### src/rtl/mcore_mem_arbiter_if.sv
// Per-master request/response bus plus the shared downstream memory port of the mcore arbiter.
// A request is accepted in the cycle where req and gnt are both high. The requester holds
// req/addr/we/wdata/be stable until that cycle. Each accepted request (read or write) returns
// exactly one rsp_valid strobe, in acceptance order. Responses cannot be stalled.
interface mcore_mem_arbiter_if #(
  parameter int DATA_WIDTH = 32,
  parameter int ADDR_WIDTH = 32,
  parameter int NUM_REQ    = 2
);
  logic [NUM_REQ-1:0]                s_req;
  logic [NUM_REQ*ADDR_WIDTH-1:0]     s_addr;
  logic [NUM_REQ-1:0]                s_we;
  logic [NUM_REQ*DATA_WIDTH-1:0]     s_wdata;
  logic [NUM_REQ*DATA_WIDTH/8-1:0]   s_be;
  logic [NUM_REQ-1:0]                s_gnt;
  logic [NUM_REQ-1:0]                s_rsp_valid;
  logic [DATA_WIDTH-1:0]             s_rsp_rdata;
  logic                              s_rsp_error;

  logic                              mem_req;
  logic [ADDR_WIDTH-1:0]             mem_addr;
  logic                              mem_we;
  logic [DATA_WIDTH-1:0]             mem_wdata;
  logic [DATA_WIDTH/8-1:0]           mem_be;
  logic                              mem_gnt;
  logic                              mem_rsp_valid;
  logic [DATA_WIDTH-1:0]             mem_rsp_rdata;
  logic                              mem_rsp_error;

  // Arbiter view: serves the internal masters and drives the memory port.
  modport slave (
    input  s_req, s_addr, s_we, s_wdata, s_be,
    output s_gnt, s_rsp_valid, s_rsp_rdata, s_rsp_error,
    output mem_req, mem_addr, mem_we, mem_wdata, mem_be,
    input  mem_gnt, mem_rsp_valid, mem_rsp_rdata, mem_rsp_error
  );

  // Environment view: the internal masters together with the external memory.
  modport master (
    output s_req, s_addr, s_we, s_wdata, s_be,
    input  s_gnt, s_rsp_valid, s_rsp_rdata, s_rsp_error,
    input  mem_req, mem_addr, mem_we, mem_wdata, mem_be,
    output mem_gnt, mem_rsp_valid, mem_rsp_rdata, mem_rsp_error
  );
endinterface

### src/rtl/mcore_mem_arbiter.sv
// Round-robin arbiter sharing the mcore external memory port between NUM_REQ masters.
// In-flight master IDs are queued so that in-order responses can be steered back to their issuer.
module mcore_mem_arbiter #(
  parameter int DATA_WIDTH      = 32,
  parameter int ADDR_WIDTH      = 32,
  parameter int NUM_REQ         = 2,
  parameter int MAX_OUTSTANDING = 4
) (
  input  logic                                 aclk,
  input  logic                                 aresetn,
  mcore_mem_arbiter_if.slave                   bus,
  output logic                                 proto_err,
  output logic                                 dbg_state,
  output logic [$clog2(MAX_OUTSTANDING+1)-1:0] dbg_count
);

  localparam int BW  = DATA_WIDTH / 8;
  localparam int IDW = (NUM_REQ > 1) ? $clog2(NUM_REQ) : 1;
  localparam int PW  = (MAX_OUTSTANDING > 1) ? $clog2(MAX_OUTSTANDING) : 1;
  localparam int CW  = $clog2(MAX_OUTSTANDING + 1);

  typedef enum logic {IDLE, LOCKED} lock_state_t;

  lock_state_t           lock_q, lock_d;
  logic [IDW-1:0]        rr_ptr_q;
  logic [IDW-1:0]        lock_sel_q;
  logic [IDW-1:0]        rr_sel;
  logic                  rr_found;
  logic [IDW-1:0]        sel;
  logic                  req_any;
  logic                  mem_req_w;
  logic                  handshake;

  logic [ADDR_WIDTH-1:0] mem_addr_w;
  logic                  mem_we_w;
  logic [DATA_WIDTH-1:0] mem_wdata_w;
  logic [BW-1:0]         mem_be_w;
  logic [NUM_REQ-1:0]    gnt_w;
  logic [NUM_REQ-1:0]    rspv_w;

  logic [IDW-1:0]        id_fifo [MAX_OUTSTANDING];
  logic [PW-1:0]         wr_ptr_q, rd_ptr_q;
  logic [CW-1:0]         count_q;
  logic                  full, empty;
  logic                  push, pop;
  logic [IDW-1:0]        head_id;

  function automatic logic [PW-1:0] ptr_inc(input logic [PW-1:0] p);
    return (p == PW'(MAX_OUTSTANDING - 1)) ? '0 : p + 1'b1;
  endfunction

  // First asserted request at or after the round-robin pointer, wrapping modulo NUM_REQ.
  always_comb begin : rr_search
    int             idx_int;
    logic [IDW-1:0] idx;
    rr_sel   = '0;
    rr_found = 1'b0;
    idx_int  = 0;
    idx      = '0;
    for (int i = 0; i < NUM_REQ; i++) begin
      idx_int = (int'(rr_ptr_q) + i) % NUM_REQ;
      idx     = IDW'(idx_int);
      if (!rr_found && bus.s_req[idx]) begin
        rr_found = 1'b1;
        rr_sel   = idx;
      end
    end
  end

  // A request offered but not yet granted keeps ownership of the port until it is accepted.
  assign sel       = (lock_q == LOCKED) ? lock_sel_q : rr_sel;
  assign req_any   = (lock_q == LOCKED) ? bus.s_req[lock_sel_q] : rr_found;
  assign full      = (count_q == CW'(MAX_OUTSTANDING));
  assign empty     = (count_q == '0);
  assign mem_req_w = req_any && !full;
  assign handshake = mem_req_w && bus.mem_gnt;
  assign push      = handshake;
  assign pop       = bus.mem_rsp_valid && !empty;
  assign head_id   = id_fifo[rd_ptr_q];

  always_comb begin : req_mux
    mem_addr_w  = '0;
    mem_we_w    = 1'b0;
    mem_wdata_w = '0;
    mem_be_w    = '0;
    for (int i = 0; i < NUM_REQ; i++) begin
      if (req_any && (sel == IDW'(i))) begin
        mem_addr_w  = bus.s_addr[i*ADDR_WIDTH +: ADDR_WIDTH];
        mem_we_w    = bus.s_we[i];
        mem_wdata_w = bus.s_wdata[i*DATA_WIDTH +: DATA_WIDTH];
        mem_be_w    = bus.s_be[i*BW +: BW];
      end
    end
  end

  always_comb begin : steer
    gnt_w  = '0;
    rspv_w = '0;
    for (int i = 0; i < NUM_REQ; i++) begin
      gnt_w[i]  = handshake && (sel == IDW'(i));
      rspv_w[i] = pop && (head_id == IDW'(i));
    end
  end

  assign bus.mem_req     = mem_req_w;
  assign bus.mem_addr    = mem_addr_w;
  assign bus.mem_we      = mem_we_w;
  assign bus.mem_wdata   = mem_wdata_w;
  assign bus.mem_be      = mem_be_w;
  assign bus.s_gnt       = gnt_w;
  assign bus.s_rsp_valid = rspv_w;
  assign bus.s_rsp_rdata = bus.mem_rsp_rdata;
  assign bus.s_rsp_error = bus.mem_rsp_error;

  always_comb begin : lock_next
    lock_d = lock_q;
    case (lock_q)
      IDLE:    if (mem_req_w && !bus.mem_gnt) lock_d = LOCKED;
      LOCKED:  if (handshake)                 lock_d = IDLE;
      default: lock_d = IDLE;
    endcase
  end

  always_ff @(posedge aclk or negedge aresetn) begin
    if (!aresetn) begin
      lock_q     <= IDLE;
      lock_sel_q <= '0;
      rr_ptr_q   <= '0;
    end else begin
      lock_q <= lock_d;
      if (lock_q == IDLE && lock_d == LOCKED) lock_sel_q <= sel;
      if (handshake) rr_ptr_q <= (sel == IDW'(NUM_REQ - 1)) ? '0 : sel + 1'b1;
    end
  end

  always_ff @(posedge aclk or negedge aresetn) begin
    if (!aresetn) begin
      wr_ptr_q  <= '0;
      rd_ptr_q  <= '0;
      count_q   <= '0;
      proto_err <= 1'b0;
    end else begin
      if (push) wr_ptr_q <= ptr_inc(wr_ptr_q);
      if (pop)  rd_ptr_q <= ptr_inc(rd_ptr_q);
      case ({push, pop})
        2'b10:   count_q <= count_q + CW'(1);
        2'b01:   count_q <= count_q - CW'(1);
        default: count_q <= count_q;
      endcase
      if (bus.mem_rsp_valid && empty) proto_err <= 1'b1;
    end
  end

  // ID storage needs no reset: only entries between the pointers are ever read.
  always_ff @(posedge aclk) begin
    if (push) id_fifo[wr_ptr_q] <= sel;
  end

  assign dbg_state = (lock_q == LOCKED);
  assign dbg_count = count_q;

endmodule

### src/flat_wrapper.sv
// flat-port wrapper written by rule: the top's interface ports become plain ports
module mcore_mem_arbiter_flat 
#(
  parameter int DATA_WIDTH      = 32,
  parameter int ADDR_WIDTH      = 32,
  parameter int NUM_REQ         = 2,
  parameter int MAX_OUTSTANDING = 4
)
  (aclk, aresetn, proto_err, dbg_state, dbg_count, bus_s_req, bus_s_addr, bus_s_we, bus_s_wdata, bus_s_be, bus_s_gnt, bus_s_rsp_valid, bus_s_rsp_rdata, bus_s_rsp_error, bus_mem_req, bus_mem_addr, bus_mem_we, bus_mem_wdata, bus_mem_be, bus_mem_gnt, bus_mem_rsp_valid, bus_mem_rsp_rdata, bus_mem_rsp_error);
  mcore_mem_arbiter_if #(.DATA_WIDTH(DATA_WIDTH), .ADDR_WIDTH(ADDR_WIDTH), .NUM_REQ(NUM_REQ)) bus_i ();
  input  logic aclk;
  input  logic aresetn;
  output logic proto_err;
  output logic dbg_state;
  output logic [$clog2(MAX_OUTSTANDING+1)-1:0] dbg_count;
  input wire logic [$bits(bus_i.s_req)-1:0] bus_s_req;
  input wire logic [$bits(bus_i.s_addr)-1:0] bus_s_addr;
  input wire logic [$bits(bus_i.s_we)-1:0] bus_s_we;
  input wire logic [$bits(bus_i.s_wdata)-1:0] bus_s_wdata;
  input wire logic [$bits(bus_i.s_be)-1:0] bus_s_be;
  output wire logic [$bits(bus_i.s_gnt)-1:0] bus_s_gnt;
  output wire logic [$bits(bus_i.s_rsp_valid)-1:0] bus_s_rsp_valid;
  output wire logic [$bits(bus_i.s_rsp_rdata)-1:0] bus_s_rsp_rdata;
  output wire logic [$bits(bus_i.s_rsp_error)-1:0] bus_s_rsp_error;
  output wire logic [$bits(bus_i.mem_req)-1:0] bus_mem_req;
  output wire logic [$bits(bus_i.mem_addr)-1:0] bus_mem_addr;
  output wire logic [$bits(bus_i.mem_we)-1:0] bus_mem_we;
  output wire logic [$bits(bus_i.mem_wdata)-1:0] bus_mem_wdata;
  output wire logic [$bits(bus_i.mem_be)-1:0] bus_mem_be;
  input wire logic [$bits(bus_i.mem_gnt)-1:0] bus_mem_gnt;
  input wire logic [$bits(bus_i.mem_rsp_valid)-1:0] bus_mem_rsp_valid;
  input wire logic [$bits(bus_i.mem_rsp_rdata)-1:0] bus_mem_rsp_rdata;
  input wire logic [$bits(bus_i.mem_rsp_error)-1:0] bus_mem_rsp_error;
  assign bus_i.s_req = bus_s_req;
  assign bus_i.s_addr = bus_s_addr;
  assign bus_i.s_we = bus_s_we;
  assign bus_i.s_wdata = bus_s_wdata;
  assign bus_i.s_be = bus_s_be;
  assign bus_s_gnt = bus_i.s_gnt;
  assign bus_s_rsp_valid = bus_i.s_rsp_valid;
  assign bus_s_rsp_rdata = bus_i.s_rsp_rdata;
  assign bus_s_rsp_error = bus_i.s_rsp_error;
  assign bus_mem_req = bus_i.mem_req;
  assign bus_mem_addr = bus_i.mem_addr;
  assign bus_mem_we = bus_i.mem_we;
  assign bus_mem_wdata = bus_i.mem_wdata;
  assign bus_mem_be = bus_i.mem_be;
  assign bus_i.mem_gnt = bus_mem_gnt;
  assign bus_i.mem_rsp_valid = bus_mem_rsp_valid;
  assign bus_i.mem_rsp_rdata = bus_mem_rsp_rdata;
  assign bus_i.mem_rsp_error = bus_mem_rsp_error;
  mcore_mem_arbiter #(.DATA_WIDTH(DATA_WIDTH), .ADDR_WIDTH(ADDR_WIDTH), .NUM_REQ(NUM_REQ), .MAX_OUTSTANDING(MAX_OUTSTANDING)) u_core (.aclk(aclk), .aresetn(aresetn), .bus(bus_i), .proto_err(proto_err), .dbg_state(dbg_state), .dbg_count(dbg_count));
endmodule
### config.mk
export PLATFORM = sky130hd
export DESIGN_NAME = mcore_mem_arbiter_flat
export DESIGN_NICKNAME = d
export VERILOG_FILES = /design/src/rtl/mcore_mem_arbiter_if.sv /design/src/rtl/mcore_mem_arbiter.sv /design/src/flat_wrapper.sv
export SDC_FILE = /design/constraint.sdc
export NUM_CORES = 1
export LEC_CHECK = 0
export ABC_AREA = 1
export CAP_MARGIN = 10
export CORE_AREA = 2 2 112 114
export CTS_CLUSTER_SIZE = 14
export DETAILED_ROUTE_END_ITERATION = 16
export DIE_AREA = 0 0 114 116
export GPL_TIMING_DRIVEN = 0
export RECOVER_POWER = 100
export SLEW_MARGIN = 20
export SYNTH_ARGS = -nofsm -noshare
export SYNTH_HDL_FRONTEND = slang
export SYNTH_SLANG_ARGS = --single-unit
### constraint.sdc
create_clock -name aclk -period 2.2 [get_ports aclk]
set_clock_uncertainty 0.05 [all_clocks]
set_input_delay 0.22 -clock aclk [delete_from_list [all_inputs] [get_ports aclk]]
set_output_delay 0.22 -clock aclk [all_outputs]
set_load 0.02 [all_outputs]
==> results.tsv <==
stage	metric	value	unit
run_status	status	finished clean	
yosys	syn_nets	542	
global_routing	antenna_found_initial	0	
detailed_routing	wl	10900	um
yosys	synth_top_area_cell	nand2_1	
worst_setup_path	crit_chain	clkdlybuf4s50_1, nand2_1, nand3_1, nand2_2, a21oi_4, buf_4, buf_6, nand2_1, nand2_1, clkdlybuf4s15_2	
yosys	synth_area_per_cell	5.75	um^2
layout	postLayoutCellArea	4740	um^2
cts	cts_hold_buf	0	
cts	cts.path.max_buffers	2	
yosys	synth_seq_cells	15	
global_routing	grt_pass1_vias	3184	
layout	layout_common_cells	nand2_1, clkdlybuf4s50_1, nand3_1, buf_4, dlygate4sd3_1	
global_routing	grt_pass1_wl	15500	um
worst_setup_path	path_buf_inv	4	
cts	cts_tree	built	
global_routing	grt_max_degree	14	
yosys	synthCells	358	
timing	grt_setup_unrepaired	yes	
worst_setup_path	path_common_cell	nand2_1	
detailed_routing	via_per_inst	4.16	
worst_setup_path	cp_top_family	buffers and inverters	
yosys	yosysUniqueCellTypes	21	
worst_setup_path	cp.required	1.93	ns
floorplanning	core_area	11900	um^2
layout	layout_commonest_cell	nand2_1	
power_and_ir_drop	vdd_drop_max	0.000339	V
timing	slew_headroom	64.7	%
power_and_ir_drop	internal_power	2.21	mW
cts	cts.reportedPaths.clkPinSlew	0.05	ns
global_routing	grt_overflow	0	
timing	fin_setup_tns	0	ns
layout	area_growth	130	%
yosys	yosysTopAreaCellShare	29.2	%
timing	fin_crit	2.14	ns
floorplanning	fp.dieW	114	um
power_and_ir_drop	leakage	2.40	nW
worst_setup_path	r2r-start	u_core.lock_sel_q	
power_and_ir_drop	seqPwrFrac	10.6	%
detailed_routing	drt_iter0_drc	98	
floorplanning	die_area	13200	um^2
detailed_routing	remaining_drc_errors	0	
worst_setup_path	worstSetupEndpointType	primary output	
layout	drive_above_1_share	22.4	%
placed_design	dp_hpwl	9120	um
power_and_ir_drop	clock_power_share	7.3	%
worst_setup_path	path_max_fanout	10	
worst_setup_path	cpMaxStageDelayCell	clkdlybuf4s50_1	
power_and_ir_drop	p_sw_share	54.2	%
layout	seq_area	397	um^2
timing	maxSlewViolCount	0	
detailed_routing	avgRoutedWirePerCell	14.2	um
worst_setup_path	path_class	primary input to primary output	
worst_setup_path	cp.arrival	1.87	ns
cts	cts.sinks	15	
timing	final.period_utilization	97.1	%
timing	worstMarginPinSlew	0.528	ns
detailed_routing	drtAntennaViolNets	0	
floorplanning	start_util	17.3	%
timing	final-setup-viol-count	0	
detailed_routing	dr.pass1.iters	4	
floorplanning	die_h	116	um
floorplanning	rows	40	
job	max_cap_viol_count	0	
floorplanning	io_pins	289	
yosys	synth.area.top_cells	nand2_1, nand3_1, dfrtp_1	
power_and_ir_drop	p_per_area	1020	nW/um^2
layout	fill_cells	1271	
hold_path	holdCritPathClass	primary input to async pin	
placed_design	place.gp.congestion	0.789	
yosys	syn_area	2060	um^2
yosys	synth_flop_cell	dfrtp_1	
placed_design	port_buffers	255	
layout	multi_input_area	1260	um^2
detailed_routing	vias	3196	
cts	clkLatencyLatePin	0.24	ns
power_and_ir_drop	p_switching	2.62	mW
cts	numCtsBuffers	3	
yosys	async_flop_share	73.3	%
cts	cts_root_buf	clkbuf_16	
timing	fmax	0.468	GHz
layout	fin_nets	806	
cts	htree_num_levels	1	
worst_setup_path	cpPeakStageDelay	0.50	ns
placed_design	place_area	4800	um^2
layout	insertedDiodeCount	0	
yosys	yosys_warnings	0	
worst_setup_path	cp-start-kind	primary input	
power_and_ir_drop	comb_power_share	82.0	%
global_routing	track_usage	14.8	%
yosys	synth_edf_count	4	
yosys	seq_area_frac_synth	19.2	%
worst_setup_path	crit_start	bus_s_req[0]	
timing	final_hold_viol_count	0	
-- worst reg2reg max path, cell delays in order, from the launching register on --
cell	delay, ns
dfrtp_1	0.40
inv_1	0.07
nand2_1	0.06
nand2_2	0.13
nand2_4	0.09
nand3_4	0.15
ha_1	0.18
inv_1	0.07
fa_2	0.34
a21oi_1	0.13
o21ai_0	0.10
xor2_1	0.15
-- routing by layer --
metal	vias up	track usage (%)	part of all wire (%)
met4	0	2.44	0.86
met3	6	3.29	9.1
met5	-	0	0
li1	1636	-	-
met2	159	28.8	53
met1	1395	16.6	37
-- power by group through the flow --
stage	Clock (mW)	Combinational, mW	Sequential (mW)
2_1_floorplan	0	2.19	0.539
3_3_place_gp	0	4.21	0.501
3_5_place_dp	0	4.26	0.509
4_1_cts	0.361	4.21	0.506
5_1_grt	0.377	4.34	0.532
6_report	0.354	3.97	0.514
-- final timing paths --
path	cells after the start	slack (ns)	endpoint
setup / recovery	10	0.06	bus_mem_wdata[26]
hold / removal	1	0.34	u_core.dbg_count[0]
max in group asynchronous	1	1.38	u_core.dbg_state
setup reg to reg	11	0.16	u_core.dbg_count[2]
min in group aclk	1	0.43	u_core.proto_err
hold reg to reg	1	0.43	u_core.proto_err
-- repair_timing --
action	CTS	global route
cloned	0	1
gates resized for setup	190	72
pin swaps	1	1
setup buffers	2	2
endpoints found under the setup margin	73	74
endpoints found under the hold margin	0	0
-- per-stage QoR --
step                      worst slack (ns)  utilization (%)  hold WS [ns]  cells  power, mW
after floorplan                     0.0606                -        -0.126    358       2.73
after global placement              -0.548             40.3         0.407    760       4.71
after detailed placement            -0.565             40.3         0.421    760       4.76
after CTS                         -0.00464             42.0         0.296    766       5.08
after global routing               -0.0114             39.8         0.380    768       5.25
final                               0.0638             39.8         0.342    768       4.83
-- flip-flops by register name, indices dropped and copies added, names as in the netlist --
| register | count |
|---|---|
| u_core.rr_ptr_q | 1 |
| u_core.id_fifo | 4 |
| u_core.dbg_state | 1 |
| u_core.lock_sel_q | 1 |
| u_core.proto_err | 1 |
| u_core.dbg_count | 3 |
| u_core.rd_ptr_q | 2 |
| u_core.wr_ptr_q | 2 |
-- logic make-up after synthesis --
group	Yosys count	synth area share, %
compound gates	15	4.07
xor+xnor	2	0.851
fa+ha+maj	7	4.62
buf+inv	75	21.8
flops	15	19.2
simple gates	244	49.5
-- cell usage after synthesis, types with 4 or more instances --
master	instances
nand2_1	160
nand3_1	73
buf_4	34
buf_2	20
inv_1	18
dfrtp_1	11
nor2_1	8
o21ai_0	7
ha_1	6
a21oi_1	4
edfxtp_1	4
-- layout make-up --
type                    instances  share of cell area [%]
plain buffers                  55                    9.19
clock buffers                   4                    1.66
inverters                      19                    1.51
multi-input cells             268                    26.6
flip-flops and latches         15                    8.37
well taps                     147                    3.88
repair buffers                260                    48.8
Note: power is estimated with default switching activity, not from simulation.
